<file path="config.mk">
export PLATFORM = sky130hd
export DESIGN_NAME = rlbp_seq_flat
export DESIGN_NICKNAME = d
export VERILOG_FILES = /design/src/rtl/rlbp_pkg.sv /design/src/rtl/rlbp_seq_if.sv /design/src/rtl/rlbp_wb_regs.sv /design/src/rtl/rlbp_seq.sv /design/src/flat_wrapper.sv
export SDC_FILE = /design/constraint.sdc
export NUM_CORES = 1
export LEC_CHECK = 0
export ABC_AREA = 1
export BUFFER_PORTS_ARGS = -buffer_cell sky130_fd_sc_hd__buf_2
export CAP_MARGIN = 20
export CORE_MARGIN = 3
export CORE_UTILIZATION = 30
export CTS_CLUSTER_SIZE = 12
export DETAILED_ROUTE_END_ITERATION = 6
export HOLD_SLACK_MARGIN = 0.03
export PLACE_DENSITY_LB_ADDON = 0.3
export SYNTH_ARGS = -nofsm -noshare
export SYNTH_HDL_FRONTEND = slang
export SYNTH_SLANG_ARGS = --single-unit
export TNS_END_PERCENT = 10
</file>
<file path="constraint.sdc">
create_clock -name wb_clk_i -period 4.3 [get_ports wb_clk_i]
set_input_delay 0.645 -clock wb_clk_i [delete_from_list [all_inputs] [get_ports wb_clk_i]]
set_output_delay 0.645 -clock wb_clk_i [all_outputs]
set_load 0.05 [all_outputs]
</file>
<file path="src/rtl/rlbp_pkg.sv">
// Shared types and constants for the RLBP pixel-readout sequencer.
// Latency: n/a (types, constants and one helper function only).
// Backpressure: n/a.
package rlbp_pkg;

   typedef enum logic [2:0] {
      ST_IDLE = 3'd0,
      ST_RST  = 3'd1,
      ST_INT  = 3'd2,
      ST_SH   = 3'd3,
      ST_CMP  = 3'd4
   } state_t;

   // Phase strobes to the analog macro, one field per pin
   typedef struct packed {
      logic sh_rst;
      logic sw1;
      logic sh;
      logic sw2;
      logic sh_cmp;
   } strobes_t;

   // Register select values (wbs_adr_i[3:2])
   localparam logic [1:0] REG_CTRL   = 2'd0;
   localparam logic [1:0] REG_TIMING = 2'd1;
   localparam logic [1:0] REG_STATUS = 2'd2;
   localparam logic [1:0] REG_CODE   = 2'd3;

   // CTRL bits
   localparam int CTRL_START  = 0;
   localparam int CTRL_CONT   = 1;
   localparam int CTRL_IRQ_EN = 2;
   localparam int CTRL_ABORT  = 3;

   // TIMING byte fields
   localparam int TIM_RST_LSB = 0;
   localparam int TIM_INT_LSB = 8;
   localparam int TIM_SH_LSB  = 16;
   localparam int TIM_CMP_LSB = 24;

   // STATUS fields
   localparam int STAT_BUSY     = 0;
   localparam int STAT_DONE     = 1;
   localparam int STAT_OVR      = 2;
   localparam int STAT_FCNT_LSB = 16;

   localparam logic [31:0] TIMING_RST = 32'h0101_0101;

   // A programmed length of 0 still gives a one-cycle phase
   function automatic logic [7:0] phase_len(input logic [7:0] t);
      return (t == 8'd0) ? 8'd1 : t;
   endfunction

endpackage

</file>
<file path="src/rtl/rlbp_seq_if.sv">
// Wishbone classic slave bus bundle for the RLBP sequencer.
// Latency: n/a (wiring only).
// Backpressure: slave stalls the master by withholding wbs_ack_o.
interface rlbp_seq_if;
   logic        wbs_cyc_i;
   logic        wbs_stb_i;
   logic        wbs_we_i;
   logic [3:0]  wbs_sel_i;
   logic [31:0] wbs_adr_i;
   logic [31:0] wbs_dat_i;
   logic [31:0] wbs_dat_o;
   logic        wbs_ack_o;

   modport master (
      output wbs_cyc_i, wbs_stb_i, wbs_we_i, wbs_sel_i, wbs_adr_i, wbs_dat_i,
      input  wbs_dat_o, wbs_ack_o
   );

   modport slave (
      input  wbs_cyc_i, wbs_stb_i, wbs_we_i, wbs_sel_i, wbs_adr_i, wbs_dat_i,
      output wbs_dat_o, wbs_ack_o
   );
endinterface

</file>
<file path="src/rtl/rlbp_wb_regs.sv">
// Wishbone register file: CTRL/TIMING/STATUS/CODE, W1 pulses, W1C sticky flags.
// Latency: ack and read data one cycle after cyc&stb; write effects visible on the ack edge.
// Backpressure: none; every in-window access acks after one cycle, ack drops for a cycle between accesses.
// Ports: clk/rst, wb (Wishbone slave), busy/frame_done/code_in from the sequencer,
//        timing/start/abort/cont/irq_en control out, irq level out.
module rlbp_wb_regs
   import rlbp_pkg::*;
#(
   parameter int          N_CH     = 12,
   parameter logic [31:0] BASE_ADR = 32'h3000_0000
) (
   input  logic            clk,
   input  logic            rst,
   rlbp_seq_if.slave       wb,
   input  logic            busy,
   input  logic            frame_done,
   input  logic [N_CH-1:0] code_in,
   output logic [31:0]     timing,
   output logic            start,
   output logic            abort,
   output logic            cont,
   output logic            irq_en,
   output logic            irq
);

   logic            ack_q;
   logic [31:0]     dat_q;
   logic [31:0]     rd_dat;
   logic            start_q, abort_q, cont_q, irq_en_q;
   logic [31:0]     timing_q;
   logic            done_q, ovr_q;
   logic [15:0]     fcnt_q;
   logic [N_CH-1:0] code_q;

   logic       hit, acc, wr, rd;
   logic [1:0] rsel;
   logic       wr_ctrl, wr_timing, wr_status;
   logic       w1c_done, w1c_ovr;
   logic       unused_adr;

   assign hit  = (wb.wbs_adr_i[31:4] == BASE_ADR[31:4]);
   // ~ack_q forces an idle cycle between acks on a held strobe
   assign acc  = wb.wbs_cyc_i & wb.wbs_stb_i & hit & ~ack_q;
   assign wr   = acc & wb.wbs_we_i;
   assign rd   = acc & ~wb.wbs_we_i;
   assign rsel = wb.wbs_adr_i[3:2];
   assign unused_adr = &{1'b0, wb.wbs_adr_i[1:0]};

   assign wr_ctrl   = wr && (rsel == REG_CTRL)   && wb.wbs_sel_i[0];
   assign wr_timing = wr && (rsel == REG_TIMING);
   assign wr_status = wr && (rsel == REG_STATUS) && wb.wbs_sel_i[0];
   assign w1c_done  = wr_status & wb.wbs_dat_i[STAT_DONE];
   assign w1c_ovr   = wr_status & wb.wbs_dat_i[STAT_OVR];

   always_comb begin
      rd_dat = '0;
      case (rsel)
         REG_CTRL: begin
            rd_dat[CTRL_CONT]   = cont_q;
            rd_dat[CTRL_IRQ_EN] = irq_en_q;
         end
         REG_TIMING: rd_dat = timing_q;
         REG_STATUS: begin
            rd_dat[STAT_BUSY]            = busy;
            rd_dat[STAT_DONE]            = done_q;
            rd_dat[STAT_OVR]             = ovr_q;
            rd_dat[STAT_FCNT_LSB +: 16]  = fcnt_q;
         end
         REG_CODE: rd_dat[N_CH-1:0] = code_q;
         default: rd_dat = '0;
      endcase
   end

   always_ff @(posedge clk or posedge rst) begin
      if (rst) begin
         ack_q    <= 1'b0;
         dat_q    <= '0;
         start_q  <= 1'b0;
         abort_q  <= 1'b0;
         cont_q   <= 1'b0;
         irq_en_q <= 1'b0;
         timing_q <= TIMING_RST;
         done_q   <= 1'b0;
         ovr_q    <= 1'b0;
         fcnt_q   <= '0;
         code_q   <= '0;
      end else begin
         ack_q   <= acc;
         dat_q   <= rd ? rd_dat : '0;
         // A start written while a frame runs (even in its last cycle) is dropped
         start_q <= wr_ctrl & wb.wbs_dat_i[CTRL_START] & ~busy;
         abort_q <= wr_ctrl & wb.wbs_dat_i[CTRL_ABORT];
         if (wr_ctrl) begin
            cont_q   <= wb.wbs_dat_i[CTRL_CONT];
            irq_en_q <= wb.wbs_dat_i[CTRL_IRQ_EN];
         end
         for (int b = 0; b < 4; b++) begin
            if (wr_timing && wb.wbs_sel_i[b])
               timing_q[8*b +: 8] <= wb.wbs_dat_i[8*b +: 8];
         end
         // Frame-done sets beat a same-edge W1C; overrun looks at done before this edge
         done_q <= frame_done | (done_q & ~w1c_done);
         ovr_q  <= (frame_done & done_q) | (ovr_q & ~w1c_ovr);
         if (frame_done) begin
            code_q <= code_in;
            fcnt_q <= fcnt_q + 16'd1;
         end
      end
   end

   assign wb.wbs_ack_o = ack_q;
   assign wb.wbs_dat_o = dat_q;
   assign timing       = timing_q;
   assign start        = start_q;
   assign abort        = abort_q;
   assign cont         = cont_q;
   assign irq_en       = irq_en_q;
   assign irq          = done_q & irq_en_q;

endmodule

</file>
<file path="src/rtl/rlbp_seq.sv">
// RLBP pixel-readout sequencer: RST/INT/SH/CMP phase strobes, comparator code capture.
// Latency: start ack edge n -> RST at n+1; frame = sum of max(t_x,1); cmp_i->CODE via 2-flop sync.
// Backpressure: none on the macro side; Wishbone side acks every in-window access after one cycle.
// Ports: wb_clk_i/wb_rst_i, wbs (Wishbone slave), cmp_i comparators in,
//        sh_rst_o/sw1_o/sh_o/sw2_o/sh_cmp_o strobes out, irq_o level interrupt.
module rlbp_seq
   import rlbp_pkg::*;
#(
   parameter int          N_CH     = 12,
   parameter logic [31:0] BASE_ADR = 32'h3000_0000
) (
   input  logic            wb_clk_i,
   input  logic            wb_rst_i,
   rlbp_seq_if.slave       wbs,
   input  logic [N_CH-1:0] cmp_i,
   output logic            sh_rst_o,
   output logic            sw1_o,
   output logic            sh_o,
   output logic            sw2_o,
   output logic            sh_cmp_o,
   output logic            irq_o
);

   logic [31:0]     timing;
   logic            start, abort, cont, irq_en;
   logic            busy, frame_done, last;
   state_t          state_q, state_nxt;
   logic [7:0]      cnt_q, cnt_nxt;
   strobes_t        stb_q, stb_nxt;
   logic [N_CH-1:0] cmp_s1, cmp_s2;

   rlbp_wb_regs #(.N_CH(N_CH), .BASE_ADR(BASE_ADR)) u_regs (
      .clk        (wb_clk_i),
      .rst        (wb_rst_i),
      .wb         (wbs),
      .busy       (busy),
      .frame_done (frame_done),
      .code_in    (cmp_s2),
      .timing     (timing),
      .start      (start),
      .abort      (abort),
      .cont       (cont),
      .irq_en     (irq_en),
      .irq        (irq_o)
   );

   // Comparator synchroniser
   always_ff @(posedge wb_clk_i or posedge wb_rst_i) begin
      if (wb_rst_i) begin
         cmp_s1 <= '0;
         cmp_s2 <= '0;
      end else begin
         cmp_s1 <= cmp_i;
         cmp_s2 <= cmp_s1;
      end
   end

   // State register, phase counter and registered strobes
   always_ff @(posedge wb_clk_i or posedge wb_rst_i) begin
      if (wb_rst_i) begin
         state_q <= ST_IDLE;
         cnt_q   <= '0;
         stb_q   <= '0;
      end else begin
         state_q <= state_nxt;
         cnt_q   <= cnt_nxt;
         stb_q   <= stb_nxt;
      end
   end

   assign last       = (cnt_q == 8'd1);
   assign busy       = (state_q != ST_IDLE);
   assign frame_done = (state_q == ST_CMP) & last & ~abort;

   // Next state and counter; the counter reloads from TIMING on every phase entry
   always_comb begin
      state_nxt = state_q;
      if (abort) begin
         state_nxt = ST_IDLE;
      end else begin
         case (state_q)
            ST_IDLE: if (start) state_nxt = ST_RST;
            ST_RST:  if (last)  state_nxt = ST_INT;
            ST_INT:  if (last)  state_nxt = ST_SH;
            ST_SH:   if (last)  state_nxt = ST_CMP;
            ST_CMP:  if (last)  state_nxt = cont ? ST_RST : ST_IDLE;
            default: state_nxt = ST_IDLE;
         endcase
      end

      cnt_nxt = cnt_q - 8'd1;
      if (state_nxt == ST_IDLE) begin
         cnt_nxt = '0;
      end else if (state_nxt != state_q) begin
         case (state_nxt)
            ST_RST:  cnt_nxt = phase_len(timing[TIM_RST_LSB +: 8]);
            ST_INT:  cnt_nxt = phase_len(timing[TIM_INT_LSB +: 8]);
            ST_SH:   cnt_nxt = phase_len(timing[TIM_SH_LSB  +: 8]);
            ST_CMP:  cnt_nxt = phase_len(timing[TIM_CMP_LSB +: 8]);
            default: cnt_nxt = '0;
         endcase
      end
   end

   // Strobes decode the next state so the registered pins line up with state_q
   always_comb begin
      stb_nxt = '0;
      case (state_nxt)
         ST_RST: stb_nxt.sh_rst = 1'b1;
         ST_INT: stb_nxt.sw1    = 1'b1;
         ST_SH: begin
            stb_nxt.sh  = 1'b1;
            stb_nxt.sw2 = 1'b1;
         end
         ST_CMP: stb_nxt.sh_cmp = 1'b1;
         default: stb_nxt = '0;
      endcase
   end

   assign sh_rst_o = stb_q.sh_rst;
   assign sw1_o    = stb_q.sw1;
   assign sh_o     = stb_q.sh;
   assign sw2_o    = stb_q.sw2;
   assign sh_cmp_o = stb_q.sh_cmp;

endmodule

</file>
<file path="src/flat_wrapper.sv">
// flat-port wrapper written by rule: the top's interface ports become plain ports
module rlbp_seq_flat import rlbp_pkg::*;
#(
   parameter int          N_CH     = 12,
   parameter logic [31:0] BASE_ADR = 32'h3000_0000
)
  (wb_clk_i, wb_rst_i, cmp_i, sh_rst_o, sw1_o, sh_o, sw2_o, sh_cmp_o, irq_o, wbs_wbs_cyc_i, wbs_wbs_stb_i, wbs_wbs_we_i, wbs_wbs_sel_i, wbs_wbs_adr_i, wbs_wbs_dat_i, wbs_wbs_dat_o, wbs_wbs_ack_o);
  rlbp_seq_if wbs_i ();
  input  logic wb_clk_i;
  input  logic wb_rst_i;
  input  logic [N_CH-1:0] cmp_i;
  output logic sh_rst_o;
  output logic sw1_o;
  output logic sh_o;
  output logic sw2_o;
  output logic sh_cmp_o;
  output logic irq_o;
  input wire logic [$bits(wbs_i.wbs_cyc_i)-1:0] wbs_wbs_cyc_i;
  input wire logic [$bits(wbs_i.wbs_stb_i)-1:0] wbs_wbs_stb_i;
  input wire logic [$bits(wbs_i.wbs_we_i)-1:0] wbs_wbs_we_i;
  input wire logic [$bits(wbs_i.wbs_sel_i)-1:0] wbs_wbs_sel_i;
  input wire logic [$bits(wbs_i.wbs_adr_i)-1:0] wbs_wbs_adr_i;
  input wire logic [$bits(wbs_i.wbs_dat_i)-1:0] wbs_wbs_dat_i;
  output wire logic [$bits(wbs_i.wbs_dat_o)-1:0] wbs_wbs_dat_o;
  output wire logic [$bits(wbs_i.wbs_ack_o)-1:0] wbs_wbs_ack_o;
  assign wbs_i.wbs_cyc_i = wbs_wbs_cyc_i;
  assign wbs_i.wbs_stb_i = wbs_wbs_stb_i;
  assign wbs_i.wbs_we_i = wbs_wbs_we_i;
  assign wbs_i.wbs_sel_i = wbs_wbs_sel_i;
  assign wbs_i.wbs_adr_i = wbs_wbs_adr_i;
  assign wbs_i.wbs_dat_i = wbs_wbs_dat_i;
  assign wbs_wbs_dat_o = wbs_i.wbs_dat_o;
  assign wbs_wbs_ack_o = wbs_i.wbs_ack_o;
  rlbp_seq #(.N_CH(N_CH), .BASE_ADR(BASE_ADR)) u_core (.wb_clk_i(wb_clk_i), .wb_rst_i(wb_rst_i), .wbs(wbs_i), .cmp_i(cmp_i), .sh_rst_o(sh_rst_o), .sw1_o(sw1_o), .sh_o(sh_o), .sw2_o(sw2_o), .sh_cmp_o(sh_cmp_o), .irq_o(irq_o));
endmodule
</file>
==> run_summary.xml <==
<?xml version="1.0" encoding="UTF-8"?>
<metrics>
  <group name="cts">
    <metric name="cts-root-buf" unit="">sky130_fd_sc_hd__clkbuf_16</metric>
    <metric name="cts.clk_slew.worst_paths" unit="ps">60</metric>
    <metric name="clk-insertion-delay-late" unit="ps">420</metric>
    <metric name="clock_path_buffers" unit="">2</metric>
    <metric name="tritoncts.num_buffers" unit="">17</metric>
    <metric name="post-cts-setup-buffers" unit="">0</metric>
    <metric name="cts_tree" unit="">done</metric>
    <metric name="cts_hold_repair.buffers" unit="">0</metric>
    <metric name="cts-resized-gates" unit="">0</metric>
    <metric name="numClockSinks" unit="">138</metric>
    <metric name="htree_levels" unit="">4</metric>
  </group>
  <group name="synth">
    <metric name="ys_types" unit="">35</metric>
    <metric name="post_synth_inst_count" unit="">659</metric>
    <metric name="synth.top_cell.area_share" unit="%">54.52</metric>
    <metric name="synth.yosys.seq_area_share" unit="%">56.22</metric>
    <metric name="synth.avg_cell_area" unit="um^2">9.334</metric>
    <metric name="postSynthNetCount" unit="">752</metric>
    <metric name="yosysWarningCount" unit="">0</metric>
    <metric name="area_of_the_mapped_netlist" unit="um^2">6151</metric>
    <metric name="synth_area_leaders" unit="">sky130_fd_sc_hd__dfrtp_1, sky130_fd_sc_hd__nand2_1, sky130_fd_sc_hd__o21ai_2, sky130_fd_sc_hd__inv_1, sky130_fd_sc_hd__a21oi_1</metric>
    <metric name="netlist.top_cell.by_area" unit="">sky130_fd_sc_hd__dfrtp_1</metric>
    <metric name="ff_latch_count_synth" unit="">138</metric>
  </group>
  <group name="timing">
    <metric name="setup_viol_count_final" unit="">0</metric>
    <metric name="finalHoldViolCount" unit="">0</metric>
    <metric name="slew_violations" unit="">0</metric>
    <metric name="worst_pin_slew" unit="ps">1023</metric>
    <metric name="skew" unit="ps">5.998</metric>
    <metric name="final.period_utilization" unit="%">53.86</metric>
    <metric name="slew_headroom" unit="%">31.83</metric>
    <metric name="fmax" unit="GHz">0.4317</metric>
    <metric name="layout_min_cycle_time" unit="ps">2316</metric>
    <metric name="rsz0062_at_grt" unit="">false</metric>
    <metric name="timing.setup.tns" unit="ps">0</metric>
  </group>
  <group name="grt">
    <metric name="first_global_vias" unit="">4544</metric>
    <metric name="number_of_antenna_violations_at_the_first_check_in_global_routing" unit="">2</metric>
    <metric name="gr-total-overflow" unit="">0</metric>
    <metric name="pin_count_of_the_biggest_net_entering_global_routing" unit="">102</metric>
    <metric name="groute.usage.overall" unit="%">13.92</metric>
    <metric name="wire_length_of_the_first_global_routing_pass" unit="um">23980</metric>
  </group>
  <group name="finish">
    <metric name="final_layout_size_suffix_gt1_share" unit="%">27.82</metric>
    <metric name="finish.utilization" unit="%">38.38</metric>
    <metric name="number_of_nets_at_the_end_of_the_flow" unit="">878</metric>
    <metric name="num-fill-cells" unit="">2047</metric>
    <metric name="layout-area-overhead-vs-synth" unit="%">23.43</metric>
  </group>
  <group name="floorplanning">
    <metric name="floorplan.core_area" unit="um^2">19780</metric>
    <metric name="floorplan.initialDensity" unit="%">31.09</metric>
    <metric name="floorplan.die_area" unit="um^2">22260</metric>
    <metric name="fp.dieW" unit="um">149.2</metric>
    <metric name="pin_count" unit="">124</metric>
    <metric name="core.rowCount" unit="">51</metric>
    <metric name="die-height" unit="um">149.2</metric>
  </group>
  <group name="routing">
    <metric name="drt_wl_total" unit="um">14850</metric>
    <metric name="dr.pass1.iters" unit="">4</metric>
    <metric name="count_of_unresolved_drc_violations_after_routing" unit="">0</metric>
    <metric name="drtIter0Drc" unit="">260</metric>
    <metric name="total_via_count_in_the_routed_design" unit="">4584</metric>
    <metric name="vias_per_cell" unit="">4.308</metric>
    <metric name="drt.antenna.violating_nets" unit="">0</metric>
    <metric name="drt-wirelength-per-cell" unit="um">13.96</metric>
  </group>
  <group name="setup_path">
    <metric name="critical_path_peak_fanout" unit="">16</metric>
    <metric name="rr_startpoint" unit="">u_core.cnt_q[1]$_DFF_PP0_</metric>
    <metric name="startpoint" unit="">u_core.cnt_q[1]$_DFF_PP0_</metric>
    <metric name="criticalPathCategory" unit="">reg -&gt; reg</metric>
    <metric name="crit_arrival" unit="ps">2660</metric>
    <metric name="required_time_at_the_worst_slack_endpoint" unit="ps">4640</metric>
    <metric name="ff2ff_setup_slack" unit="ps">1980</metric>
    <metric name="timing.critical_path.from_type" unit="">register</metric>
    <metric name="endpoint_kind_of_the_worst_setup_timing_path" unit="">register</metric>
  </group>
  <group name="place">
    <metric name="port_buffers" unit="">121</metric>
    <metric name="gp_congestion" unit="">0.8127</metric>
    <metric name="post-dp-hpwl" unit="um">11090</metric>
  </group>
  <group name="flow_run">
    <metric name="timing.max_cap.violations" unit="">0</metric>
  </group>
  <group name="status">
    <metric name="outcome" unit="">finished, final reports clean</metric>
  </group>
  <group name="min_path">
    <metric name="hp-class" unit="">in -&gt; reg</metric>
    <metric name="worst_hold_startpoint" unit="">cmp_i[7]</metric>
  </group>
  <group name="pwr">
    <metric name="static-leakage-power" unit="nW">3.798</metric>
    <metric name="vdd_ir_drop_max" unit="mV">0.2885</metric>
    <metric name="pwr_density_cell" unit="nW/um^2">374.3</metric>
  </group>
</metrics>
==> flip-flops by register name, indices dropped and copies added, names as in the netlist <==
signal,count
u_core.u_regs.timing,32
u_core.u_regs.wb.wbs_dat_o,32
u_core.u_regs.fcnt_q,16
u_core.cmp_s1,12
u_core.cmp_s2,12
u_core.u_regs.code_q,12
u_core.cnt_q,8
u_core.state_q,3
u_core.sh_cmp_o,1
u_core.sh_o,1
u_core.sh_rst_o,1
u_core.sw1_o,1
u_core.u_regs.abort,1
u_core.u_regs.cont,1
u_core.u_regs.done_q,1
u_core.u_regs.irq_en,1
u_core.u_regs.ovr_q,1
u_core.u_regs.start,1
u_core.u_regs.wb.wbs_ack_o,1
==> cells by family after synthesis <==
group | count (synthesis) | share of synthesized area [%]
adder cells (fa/ha/maj) | 8 | 1.627
flip-flops | 138 | 56.22
XOR/XNOR | 20 | 2.848
buffers and inverters | 93 | 6.489
AO/OA/AOI/OAI | 95 | 10.19
AND/OR/NAND/NOR | 305 | 22.62
==> per-layer routing <==
layer	share of wire, %	GRT usage (%)
met5	0.088	0
met4	1.2	4.531
met2	49	22.22
met1	45	18.28
met3	4.3	4.041
==> placed cells by master (no fill, tap or decap), types with 15 or more instances in the layout <==
cell,instances
sky130_fd_sc_hd__o21ai_2,35
sky130_fd_sc_hd__nand3_1,19
sky130_fd_sc_hd__inv_1,73
sky130_fd_sc_hd__clkbuf_16,17
sky130_fd_sc_hd__nor2_1,39
sky130_fd_sc_hd__dfrtp_1,134
sky130_fd_sc_hd__buf_2,121
sky130_fd_sc_hd__o21ai_0,18
sky130_fd_sc_hd__xor2_1,15
sky130_fd_sc_hd__nor3_1,15
sky130_fd_sc_hd__a21oi_1,35
sky130_fd_sc_hd__nand2_1,190
==> metrics by stage <==
stage	std cells	setup slack, ps	cell area (um^2)	total power, mW	hold WS [ps]
floorplan	659	1937	6155	1.381	331.2
global placement	1031	1761	7013	1.439	333.6
detailed placement	1031	1714	7013	1.439	334.7
CTS	1063	1942	7590	2.876	308.6
global route	1064	1763	7592	2.945	302.6
finish	1064	1984	7592	2.841	324.2
==> worst max-delay path: stages, from the launching register on <==
cell and delay, ps:
sky130_fd_sc_hd__dfrtp_1 370, sky130_fd_sc_hd__inv_1 80, sky130_fd_sc_hd__ha_1 160, sky130_fd_sc_hd__nand2_1 90, sky130_fd_sc_hd__nor2_4 210, sky130_fd_sc_hd__nand2_1 400
sky130_fd_sc_hd__inv_2 370, sky130_fd_sc_hd__nand4_1 190, sky130_fd_sc_hd__nor3_1 210, sky130_fd_sc_hd__xor2_1 160
==> area by class of cell <==
| cell class | count | area [um^2] | share of cell area [%] |
|---|---|---|---|
| inverter | 76 | 289.0 | 3.807 |
| sequential | 138 | 3458 | 45.55 |
| tap | 265 | 331.6 | 4.367 |
| antenna | 1 | 2.502 | 0.03296 |
| clock buffer | 20 | 446.7 | 5.883 |
| timing repair buffer | 124 | 640.6 | 8.438 |
| clock inverter | 12 | 130.1 | 1.714 |
| multi-input combinational | 428 | 2293 | 30.21 |
==> cell usage after synthesis, drive strengths merged <==
cell / count
nand2: 202
dfrtp: 134
inv: 76
o21ai: 54
nor2: 45
a21oi: 36
nand3: 25
nor3: 16
xor2: 15
clkbuf: 9
nand4: 9
buf: 8
ha: 8
nor4: 5
xnor2: 5
dfstp: 4
a311oi: 3
or2: 2
a21o: 1
nor3b: 1
o211ai: 1
==> where the power goes <==
part / internal [mW] / leakage [nW] / total [mW] / switching [mW]
logic: 0.0362 / 1.67 / 0.0998 / 0.0636
registers: 1.31 / 1.85 / 1.31 / 0.00255
clock network: 0.831 / 0.280 / 1.43 / 0.598
==> final timing paths <==
check | to | depth (start not counted)
min | u_core.cmp_s1[7]$_DFF_PP0_ | 1
max in group asynchronous | u_core.u_regs.timing[23]$_DFFE_PP0P_ | 3
max | u_core.u_regs.fcnt_q[5]$_DFFE_PP0P_ | 9
min reg2reg | u_core.cmp_s2[2]$_DFF_PP0_ | 0
max reg2reg | u_core.u_regs.fcnt_q[5]$_DFFE_PP0P_ | 9
min in group asynchronous | u_core.cmp_s1[5]$_DFF_PP0_ | 2
Note: power is estimated with default switching activity, not from simulation.
